===== src/rtl/fetch_redirect_unit_pkg.sv =====
// Shared definitions for the fetch/redirect front end: FSM encoding,
// canonical NOP, default reset PC and a word-align helper.
package fetch_redirect_unit_pkg;

  typedef enum logic [1:0] {
    S_RUN   = 2'd0,
    S_STALL = 2'd1,
    S_DRAIN = 2'd2
  } fru_state_e;

  localparam logic [31:0] INSTR_NOP    = 32'h0000_0013;
  localparam logic [31:0] RESET_PC_DEF = 32'h0000_0000;

  function automatic logic [31:0] word_align(input logic [31:0] a);
    return {a[31:2], 2'b00};
  endfunction

endpackage


===== src/rtl/fetch_redirect_unit_if.sv =====
// Bundle of imem request/response, decode handoff and execute jump signals.
// master = fetch unit, slave = surrounding pipeline / memory.
interface fetch_redirect_unit_if;
  logic        imem_req;
  logic [31:0] imem_addr;
  logic        imem_gnt;
  logic        imem_rvalid;
  logic [31:0] imem_rdata;
  logic        if_valid;
  logic [31:0] if_instr;
  logic [31:0] if_pc;
  logic        id_ready;
  logic        ex_is_ctrl;
  logic        j_accept;
  logic        j_wait;
  logic [31:0] j_addr;
  logic        flush;

  modport master (
    output imem_req, imem_addr, if_valid, if_instr, if_pc, flush,
    input  imem_gnt, imem_rvalid, imem_rdata, id_ready,
           ex_is_ctrl, j_accept, j_wait, j_addr
  );

  modport slave (
    input  imem_req, imem_addr, if_valid, if_instr, if_pc, flush,
    output imem_gnt, imem_rvalid, imem_rdata, id_ready,
           ex_is_ctrl, j_accept, j_wait, j_addr
  );
endinterface


===== src/rtl/fetch_redirect_unit_out_buf.sv =====
// One-entry instruction/PC holding register between imem and decode.
// Clear beats load beats consume.
module fetch_out_buf
  import fetch_redirect_unit_pkg::*;
(
  input  logic        clk,
  input  logic        rst_n,
  input  logic        i_load,
  input  logic [31:0] i_instr,
  input  logic [31:0] i_pc,
  input  logic        i_consume,
  input  logic        i_clear,
  output logic        o_valid,
  output logic [31:0] o_instr,
  output logic [31:0] o_pc
);

  logic        r_valid;
  logic [31:0] r_instr;
  logic [31:0] r_pc;

  // Entry state: redirect kills it, a response fills it, decode drains it.
  always_ff @(posedge clk or negedge rst_n) begin
    if (!rst_n) begin
      r_valid <= 1'b0;
      r_instr <= INSTR_NOP;
      r_pc    <= 32'h0;
    end else if (i_clear) begin
      r_valid <= 1'b0;
    end else if (i_load) begin
      r_valid <= 1'b1;
      r_instr <= i_instr;
      r_pc    <= i_pc;
    end else if (i_consume) begin
      r_valid <= 1'b0;
    end
  end

  assign o_valid = r_valid;
  assign o_instr = r_instr;
  assign o_pc    = r_pc;

endmodule


===== src/rtl/fetch_redirect_unit.sv =====
// PC owner and fetch front end: single outstanding imem request, one-entry
// output buffer to decode, redirect on taken jumps with drop of stale data.
module fetch_redirect_unit
  import fetch_redirect_unit_pkg::*;
#(
  parameter logic [31:0] RESET_PC      = RESET_PC_DEF,
  parameter bit          STALL_ON_WAIT = 1'b1
) (
  input logic                   clk,
  input logic                   rst_n,
  fetch_redirect_unit_if.master bus
);

  logic        r_out, r_drop, r_rst_done;
  logic [31:0] r_pc, r_req_pc;
  fru_state_e  r_state, w_state_nxt;

  logic        w_redirect, w_stall, w_req, w_fire, w_rsp, w_load, w_consume;
  logic        w_to_drain;
  logic        w_valid;
  logic [31:0] w_instr, w_pc;

  assign w_redirect = bus.ex_is_ctrl & bus.j_accept & ~bus.j_wait;
  assign w_stall    = STALL_ON_WAIT & bus.ex_is_ctrl & bus.j_wait;
  // r_rst_done keeps req low for the cycle in which reset is released.
  assign w_req      = r_rst_done & ~r_out & ~r_drop & (~w_valid | bus.id_ready)
                    & ~w_stall & ~w_redirect;
  assign w_fire     = w_req & bus.imem_gnt;
  assign w_rsp      = bus.imem_rvalid & r_out;
  assign w_load     = w_rsp & ~r_drop & ~w_redirect;
  assign w_consume  = w_valid & bus.id_ready;
  assign w_to_drain = w_redirect & r_out & ~bus.imem_rvalid;

  // PC, outstanding and drop tracking; redirect overrides everything else.
  always_ff @(posedge clk or negedge rst_n) begin
    if (!rst_n) begin
      r_pc       <= RESET_PC;
      r_req_pc   <= RESET_PC;
      r_out      <= 1'b0;
      r_drop     <= 1'b0;
      r_rst_done <= 1'b0;
    end else begin
      r_rst_done <= 1'b1;
      if (w_redirect) begin
        r_pc <= word_align(bus.j_addr);
        if (w_to_drain) begin
          r_drop <= 1'b1;
        end else if (w_rsp) begin
          r_out  <= 1'b0;
          r_drop <= 1'b0;
        end
      end else begin
        if (w_fire) begin
          r_out    <= 1'b1;
          r_req_pc <= r_pc;
          r_pc     <= r_pc + 32'd4;
        end
        if (w_rsp) begin
          r_out  <= 1'b0;
          r_drop <= 1'b0;
        end
      end
    end
  end

  // FSM state register.
  always_ff @(posedge clk or negedge rst_n) begin
    if (!rst_n) r_state <= S_RUN;
    else        r_state <= w_state_nxt;
  end

  // Next state: stall tracking, and drain while a killed response is in flight.
  always_comb begin
    w_state_nxt = r_state;
    case (r_state)
      S_RUN, S_STALL: begin
        if (w_to_drain)   w_state_nxt = S_DRAIN;
        else if (w_stall) w_state_nxt = S_STALL;
        else              w_state_nxt = S_RUN;
      end
      S_DRAIN: begin
        if (w_to_drain)            w_state_nxt = S_DRAIN;
        else if (bus.imem_rvalid)  w_state_nxt = S_RUN;
      end
      default: w_state_nxt = S_RUN;
    endcase
  end

  fetch_out_buf u_buf (
    .clk       (clk),
    .rst_n     (rst_n),
    .i_load    (w_load),
    .i_instr   (bus.imem_rdata),
    .i_pc      (r_req_pc),
    .i_consume (w_consume),
    .i_clear   (w_redirect),
    .o_valid   (w_valid),
    .o_instr   (w_instr),
    .o_pc      (w_pc)
  );

  assign bus.imem_req  = w_req;
  assign bus.imem_addr = r_pc;
  assign bus.if_valid  = w_valid;
  assign bus.if_instr  = w_instr;
  assign bus.if_pc     = w_pc;
  assign bus.flush     = w_redirect;

endmodule


===== src/flat_wrapper.sv =====
// flat-port wrapper written by rule: the top's interface ports become plain ports
module fetch_redirect_unit_flat import fetch_redirect_unit_pkg::*;
#(
  parameter logic [31:0] RESET_PC      = RESET_PC_DEF,
  parameter bit          STALL_ON_WAIT = 1'b1
)
  (clk, rst_n, bus_imem_req, bus_imem_addr, bus_if_valid, bus_if_instr, bus_if_pc, bus_flush, bus_imem_gnt, bus_imem_rvalid, bus_imem_rdata, bus_id_ready, bus_ex_is_ctrl, bus_j_accept, bus_j_wait, bus_j_addr);
  fetch_redirect_unit_if bus_i ();
  input logic clk;
  input logic rst_n;
  output wire logic [$bits(bus_i.imem_req)-1:0] bus_imem_req;
  output wire logic [$bits(bus_i.imem_addr)-1:0] bus_imem_addr;
  output wire logic [$bits(bus_i.if_valid)-1:0] bus_if_valid;
  output wire logic [$bits(bus_i.if_instr)-1:0] bus_if_instr;
  output wire logic [$bits(bus_i.if_pc)-1:0] bus_if_pc;
  output wire logic [$bits(bus_i.flush)-1:0] bus_flush;
  input wire logic [$bits(bus_i.imem_gnt)-1:0] bus_imem_gnt;
  input wire logic [$bits(bus_i.imem_rvalid)-1:0] bus_imem_rvalid;
  input wire logic [$bits(bus_i.imem_rdata)-1:0] bus_imem_rdata;
  input wire logic [$bits(bus_i.id_ready)-1:0] bus_id_ready;
  input wire logic [$bits(bus_i.ex_is_ctrl)-1:0] bus_ex_is_ctrl;
  input wire logic [$bits(bus_i.j_accept)-1:0] bus_j_accept;
  input wire logic [$bits(bus_i.j_wait)-1:0] bus_j_wait;
  input wire logic [$bits(bus_i.j_addr)-1:0] bus_j_addr;
  assign bus_imem_req = bus_i.imem_req;
  assign bus_imem_addr = bus_i.imem_addr;
  assign bus_if_valid = bus_i.if_valid;
  assign bus_if_instr = bus_i.if_instr;
  assign bus_if_pc = bus_i.if_pc;
  assign bus_flush = bus_i.flush;
  assign bus_i.imem_gnt = bus_imem_gnt;
  assign bus_i.imem_rvalid = bus_imem_rvalid;
  assign bus_i.imem_rdata = bus_imem_rdata;
  assign bus_i.id_ready = bus_id_ready;
  assign bus_i.ex_is_ctrl = bus_ex_is_ctrl;
  assign bus_i.j_accept = bus_j_accept;
  assign bus_i.j_wait = bus_j_wait;
  assign bus_i.j_addr = bus_j_addr;
  fetch_redirect_unit #(.RESET_PC(RESET_PC), .STALL_ON_WAIT(STALL_ON_WAIT)) u_core (.clk(clk), .rst_n(rst_n), .bus(bus_i));
endmodule

===== config.mk =====
export PLATFORM = sky130hd
export DESIGN_NAME = fetch_redirect_unit_flat
export DESIGN_NICKNAME = d
export VERILOG_FILES = /design/src/rtl/fetch_redirect_unit_pkg.sv /design/src/rtl/fetch_redirect_unit_if.sv /design/src/rtl/fetch_redirect_unit_out_buf.sv /design/src/rtl/fetch_redirect_unit.sv /design/src/flat_wrapper.sv
export SDC_FILE = /design/constraint.sdc
export NUM_CORES = 1
export LEC_CHECK = 0
export ABC_AREA = 1
export BUFFER_PORTS_ARGS = -buffer_cell sky130_fd_sc_hd__buf_2
export CORE_UTILIZATION = 52
export CTS_CLUSTER_DIAMETER = 60
export CTS_CLUSTER_SIZE = 25
export DETAILED_ROUTE_END_ITERATION = 12
export MAX_ROUTING_LAYER = met4
export PLACE_DENSITY = 0.9
export SETUP_SLACK_MARGIN = 0.4
export SLEW_MARGIN = 10
export SYNTH_ARGS = -nofsm -noshare
export SYNTH_HDL_FRONTEND = slang
export SYNTH_SLANG_ARGS = --single-unit

===== constraint.sdc =====
create_clock -name clk -period 1.75 [get_ports clk]
set_input_delay 0.0875 -clock clk [delete_from_list [all_inputs] [get_ports clk]]
set_output_delay 0.0875 -clock clk [all_outputs]
set_load 0.01 [all_outputs]

==> results.cfg, run 1 <==
[status]
outcome = finished, violations left
violations = hold timing

[sta]
skew_ps = 8.99
hold_viol_final = 1
slew_violations = 0
hold_slack_ps = -3.26
min_period_over_period = 0.923
tightest_slew_ps = 733
rsz0062_at_grt = yes
fmax_mhz = 619
slew_headroom = 0.511
setup_tns_ps = 0
period_needed_ps = 1620
finalSetupViolCount = 0

[floorplan]
rows = 38
fp.dieH_um = 109
fp.dieW_um = 109
ios = 171
die_area_sq_um = 11900
core_area_sq_um = 11000
start_util = 0.543

[global_routing]
antenna_found_initial = 0
grt_pass1_wl_um = 28000
grt_max_degree = 68
grt_pass1_vias = 5801
overflow = 0
track_usage = 0.324

[yosys]
synth_seq_cells = 126
netlist_instances = 764
synth_most_common_cell = nand2_1
synth_top_area_share = 0.516
async_flop_share = 1.00
yosys.area.top_type = dfrtp_1
yosysWarnings = 0
ys_seq_area_frac = 0.530
synth_area_sq_um = 5960
yosys-top-cells-count = nand2_1, dfrtp_1, inv_1
synth-edff-count = 0
avgSynthCellArea_sq_um = 7.80
synthFlopType = dfrtp_1
synth.area.top_cells = dfrtp_1, nand2_1, inv_1
synth_cell_types = 27

[hold_path]
worstHoldPathCells = 4
worstHoldEndpoint = u_core.r_drop
min_path_type = primary input to register
min-delay-start = bus_imem_rvalid

[routing]
wl_per_cell_um = 19.8
routed_wl_um = 23500
first_iter_violations = 636
vias_per_cell = 5.72
first_pass_iters = 8
antenna_left = 0
num_vias = 6805
drcViolationCount = 0

[pwr]
netSwitchingFraction = 0.421
vdd_drop_max_v = 0.000989
power_density_nw_per_um2 = 1600
p_leak_nw = 4.79
p_int_mw = 8.57
p_switching_mw = 6.23
p_seq_frac = 0.362
p_clk_frac = 0.221
share_comb_of_total_power = 0.416

[worst_setup_path]
cp_max_fo = 4
required_ps = 2050
r2r_end = u_core.bus.imem_addr[16]
start_kind = register
crit_arrival_ps = 1920
r2r_start = u_core.bus.imem_addr[2]
reg2reg_slack_ps = 130
endpoint_kind = register
critical_path_class = register to register
worstRegToRegCells = 9

[finish]
n_antenna_cell = 0
nFillCells = 531
fin_nets = 1110
syn2layout_area_growth_pct = 55.3
final_core_util = 0.843
multiInputGateArea_sq_um = 2600
regArea_sq_um = 3180
drive_gt1_frac = 0.360

[clocking]
h-tree-depth = 4
clock_latency_ps = 430
cts_tree = yes
clock-sinks = 126
clock-root-buffer = clkbuf_16
clk_pin_slew_ps = 60
cts_buffers = 17
cts_max_path_buffers = 2

[placed_design]
place_congestion = 0.888
portBuffers = 164
dp_hpwl_um = 10200

[run]
maxCapViolCount = 0
==> flip-flops by register name, indices dropped and copies added (netlist names) <==
name and flops:
u_core.bus.imem_addr 30, u_core.r_req_pc 30, u_core.r_rst_done 1, u_core.r_drop 1, u_core.r_out 1, u_core.u_buf.o_instr 32
u_core.u_buf.o_pc 30, u_core.u_buf.o_valid 1
==> cell families (layout without fill, tap and decap cells) <==
family          after synthesis  in the layout  share of synthesized area
simple gates                369            369                      0.257
flops                       126            126                      0.530
xor+xnor                      7              7                     0.0103
buf+inv                     152            435                      0.110
fa+ha+maj                     1              1                    0.00210
compound gates              107            107                     0.0899
other cells                   2              5                    0.00126
==> worst max-delay path, cell delays in order, from the launching register on <==
cell and delay (ps):
dfrtp_2 410, ha_4 160, nand2_4 60, nor2_4 150, buf_4 150, nand2_4 60, nor2_4 140, nand2_1 110
nand3_1 160, nand3_1 90
==> routing by layer <==
metal / vias up / global-route usage / wire [um]
li1: 2909 / - / -
met1: 3127 / 0.368 / 8180
met2: 589 / 0.549 / 11300
met3: 180 / 0.0843 / 2640
met4: 0 / 0.118 / 1450
met5: - / - / 0
==> cell type report <==
cell class | instances | share of cell area
sequential | 126 | 0.344
multi-input combinational | 489 | 0.281
timing repair buffer | 279 | 0.238
inverter | 118 | 0.0500
clock buffer | 17 | 0.0460
tap | 140 | 0.0189
clock inverter | 15 | 0.0126
timing repair inverter | 6 | 0.00987
==> what timing repair did <==
action / 4_1_cts / 5_1_grt
pin swaps: 15 / 22
gates resized for setup: 66 / 115
hold buffers: 64 / 0
cloned: 3 / 16
endpoints found under the hold margin: 129 / 0
endpoints found under the setup margin: 62 / 124
setup buffers: 14 / 15
==> placed cells by master, fill, tap and decap left out, types with 4 or more instances in the layout <==
| cell type | synthesis | routed |
|---|---|---|
| clkinv_4 | 0 | 6 |
| o21ai_0 | 79 | 51 |
| dfrtp_1 | 123 | 104 |
| nand3_2 | 1 | 18 |
| xor2_1 | 4 | 4 |
| nor2_1 | 39 | 24 |
| buf_12 | 0 | 9 |
| inv_2 | 3 | 6 |
| o21ai_2 | 0 | 19 |
| nor2_2 | 6 | 9 |
| o21ai_1 | 23 | 31 |
| nand2_2 | 3 | 19 |
| nor2_4 | 1 | 13 |
| buf_4 | 11 | 29 |
| buf_2 | 6 | 162 |
| nand3_1 | 74 | 56 |
| nand2_1 | 242 | 213 |
| nand2_4 | 0 | 12 |
| inv_6 | 0 | 5 |
| conb_1 | 2 | 5 |
| dfrtp_2 | 0 | 19 |
| inv_1 | 114 | 110 |
| clkbuf_16 | 0 | 24 |
| dlygate4sd3_1 | 0 | 64 |
| a21oi_1 | 5 | 5 |
==> power groups by stage <==
stage / Sequential, mW / Clock (mW) / Combinational [mW]
2_1_floorplan: 5.42 / 0 / 2.07
3_3_place_gp: 5.09 / 0 / 3.93
3_5_place_dp: 5.16 / 0 / 4.10
4_1_cts: 5.15 / 3.22 / 4.74
5_1_grt: 5.46 / 3.42 / 6.63
6_report: 5.37 / 3.28 / 6.16
==> worst max-delay path by stage <==
stage                             from  depth (start not counted)                       end  slack [ps]
4_1_cts        u_core.bus.imem_addr[2]                          8  u_core.bus.imem_addr[18]         320
3_3_place_gp   u_core.bus.imem_addr[2]                          8  u_core.bus.imem_addr[16]         250
6_report       u_core.bus.imem_addr[2]                          9  u_core.bus.imem_addr[16]         130
5_1_grt        u_core.bus.imem_addr[2]                          8  u_core.bus.imem_addr[16]         110
2_1_floorplan  u_core.bus.imem_addr[2]                          8  u_core.bus.imem_addr[24]         340
3_5_place_dp   u_core.bus.imem_addr[2]                          8  u_core.bus.imem_addr[16]         210
==> stage by stage <==
step	hold WS (ps)	std cells	worst slack, ps	cell area (sq um)	power (mW)
floorplan	-208	767	343	6000	7.48
global placement	47.5	1046	253	6920	9.03
global route	28.9	1190	115	9260	15.5
finish	-3.26	1190	134	9260	14.8
detailed placement	51.4	1046	210	6920	9.26
CTS	20.8	1159	321	8510	13.1
No activity file was read; power rests on OpenSTA's default activity.
==> run 2, diff against run 1 <==
- CELL_PAD_IN_SITES_DETAIL_PLACEMENT: default -> 1
- CELL_PAD_IN_SITES_GLOBAL_PLACEMENT: default -> 1
- CORE_UTILIZATION: 52 -> 37
- PLACE_DENSITY: 0.9 -> 0.89
==> results.cfg, run 2 (synthesis gave the netlist of run 1 again) <==
[status]
outcome = finished, final reports clean

[worst_setup_path]
cp_slowest_cell = dfrtp_1
critical_path_class = register to register
r2r_start = u_core.bus.imem_addr[14]
reg2reg_slack_ps = 30
endpoint_kind = register
crit_start = u_core.bus.imem_addr[14]
cp_max_fo = 5
worstRegToRegCells = 7
start_kind = register
r2r_end = u_core.bus.imem_addr[17]
crit_chain = nand2_1, nor2_2, nand2_2, nor2_4, nand2_1, nand3_4, nand3_2
required_ps = 2070
cp-endpoint = u_core.bus.imem_addr[17]
slowest_delay_ps = 460
crit_arrival_ps = 2040
critPathMostFrequentCell = nand2_1

[finish]
drive_gt1_frac = 0.436
syn2layout_area_growth_pct = 68.5
final_common_cell = nand2_1
fin_nets = 1142
n_antenna_cell = 0
largest_reg_flops = 32
mostFrequentLayoutCells = nand2_1, buf_2, inv_1

[sta]
slew_violations = 0
slew_headroom = 0.672
rsz0062_at_grt = yes
tightest_slew_ps = 487
hold_viol_final = 0
skew_ps = 13.5
finalSetupViolCount = 0
setup_tns_ps = 0
min_period_over_period = 0.983
hold_slack_ps = 48.3
period_needed_ps = 1720
fmax_mhz = 581

[global_routing]
grt_pass1_vias = 6864
track_usage = 0.311
antenna_found_initial = 0
grt_max_degree = 55
overflow = 0
grt_pass1_wl_um = 37700

[pwr]
vdd_drop_max_v = 0.000875
p_int_mw = 9.50
share_comb_of_total_power = 0.453
p_clk_frac = 0.214
p_leak_nw = 5.08
netSwitchingFraction = 0.433
power_density_nw_per_um2 = 1670
p_switching_mw = 7.25
p_seq_frac = 0.333

[clocking]
clock-sinks = 126
clock_latency_ps = 440
clk_pin_slew_ps = 70
cts_max_path_buffers = 2
h-tree-depth = 4
cts_buffers = 17
clock-root-buffer = clkbuf_16
cts_tree = yes

[placed_design]
place_congestion = 0.879
portBuffers = 164
dp_hpwl_um = 12900

[floorplan]
rows = 46
core_area_sq_um = 15800
fp.dieH_um = 129
ios = 171
fp.dieW_um = 129
start_util = 0.377
die_area_sq_um = 16600

[hold_path]
min_path_type = primary input to register
min-delay-start = bus_j_addr[25]

[routing]
num_vias = 7198
antenna_left = 0
first_iter_violations = 546
vias_per_cell = 5.55
first_pass_iters = 5
wl_per_cell_um = 24.8
drcViolationCount = 0
routed_wl_um = 32200

[run]
maxCapViolCount = 0
-- run 2: cell count changes in the layout (fill, tap and decap cells not counted), moves of 12 or more --
| cell | previous run | this run |
|---|---|---|
| nand2_1 | 213 | 185 |
| buf_4 | 29 | 56 |
| nand2_2 | 19 | 34 |
| nand2_4 | 12 | 26 |
| o21ai_0 | 51 | 37 |
| nand3_1 | 56 | 44 |
-- run 2: layer usage --
| layer | share of wire | GRT usage |
|---|---|---|
| met5 | 0 | - |
| met4 | 0.052 | 0.143 |
| met3 | 0.071 | 0.0570 |
| met2 | 0.49 | 0.521 |
| met1 | 0.39 | 0.364 |
-- run 2: cell type report --
type                            instances  area, sq um
Inverter                              118          460
Timing Repair Buffer                  317         2610
Fill cell                            1812         5790
Tap cell                              216          270
Clock inverter                          8         90.1
Multi-Input combinational cell        489         2960
Clock buffer                           22          474
Sequential cell                       126         3180
-- run 2: power by group through the flow --
stage	Combinational [mW]	Clock, mW	Sequential [mW]
2_1_floorplan	2.07	0	5.42
5_1_grt	7.95	3.70	5.65
3_5_place_dp	4.29	0	5.21
4_1_cts	5.18	3.46	5.24
6_report	7.58	3.58	5.58
3_3_place_gp	4.03	0	5.13
-- run 2: worst max-delay path, delay by kind of cell (launching register included) --
family	cells	cell delay, ps
AND/OR/NAND/NOR	7	1140
flip-flops	1	460
-- run 2: timing repair --
item	CTS	global route
hold endpoints to repair	187	0
resized for setup	103	190
hold buffers	62	0
gates cloned	7	9
setup endpoints to repair	61	123
pin swaps	19	36
setup buffers	18	41
-- run 2: through the flow --
step | area, sq um | std cells | setup WS [ps] | utilization | total power, mW
floorplan | 6000 | 767 | 343 | - | 7.48
global placement | 7070 | 1129 | 218 | 0.447 | 9.15
detailed placement | 7070 | 1129 | 136 | 0.447 | 9.50
CTS | 8900 | 1246 | 268 | 0.563 | 13.9
global route | 10000 | 1296 | 12.3 | 0.634 | 17.3
finish | 10000 | 1296 | 29.4 | 0.634 | 16.7
-- run 2: worst min-delay path by stage --
stage,to,slack (ps),depth (start not counted)
5_1_grt,u_core.bus.imem_addr[25],50,5
3_3_place_gp,u_core.u_buf.o_instr[5],30,1
2_1_floorplan,u_core.bus.imem_addr[10],-210,0
3_5_place_dp,u_core.u_buf.o_instr[3],20,1
6_report,u_core.bus.imem_addr[25],50,5
4_1_cts,u_core.bus.imem_addr[25],10,5
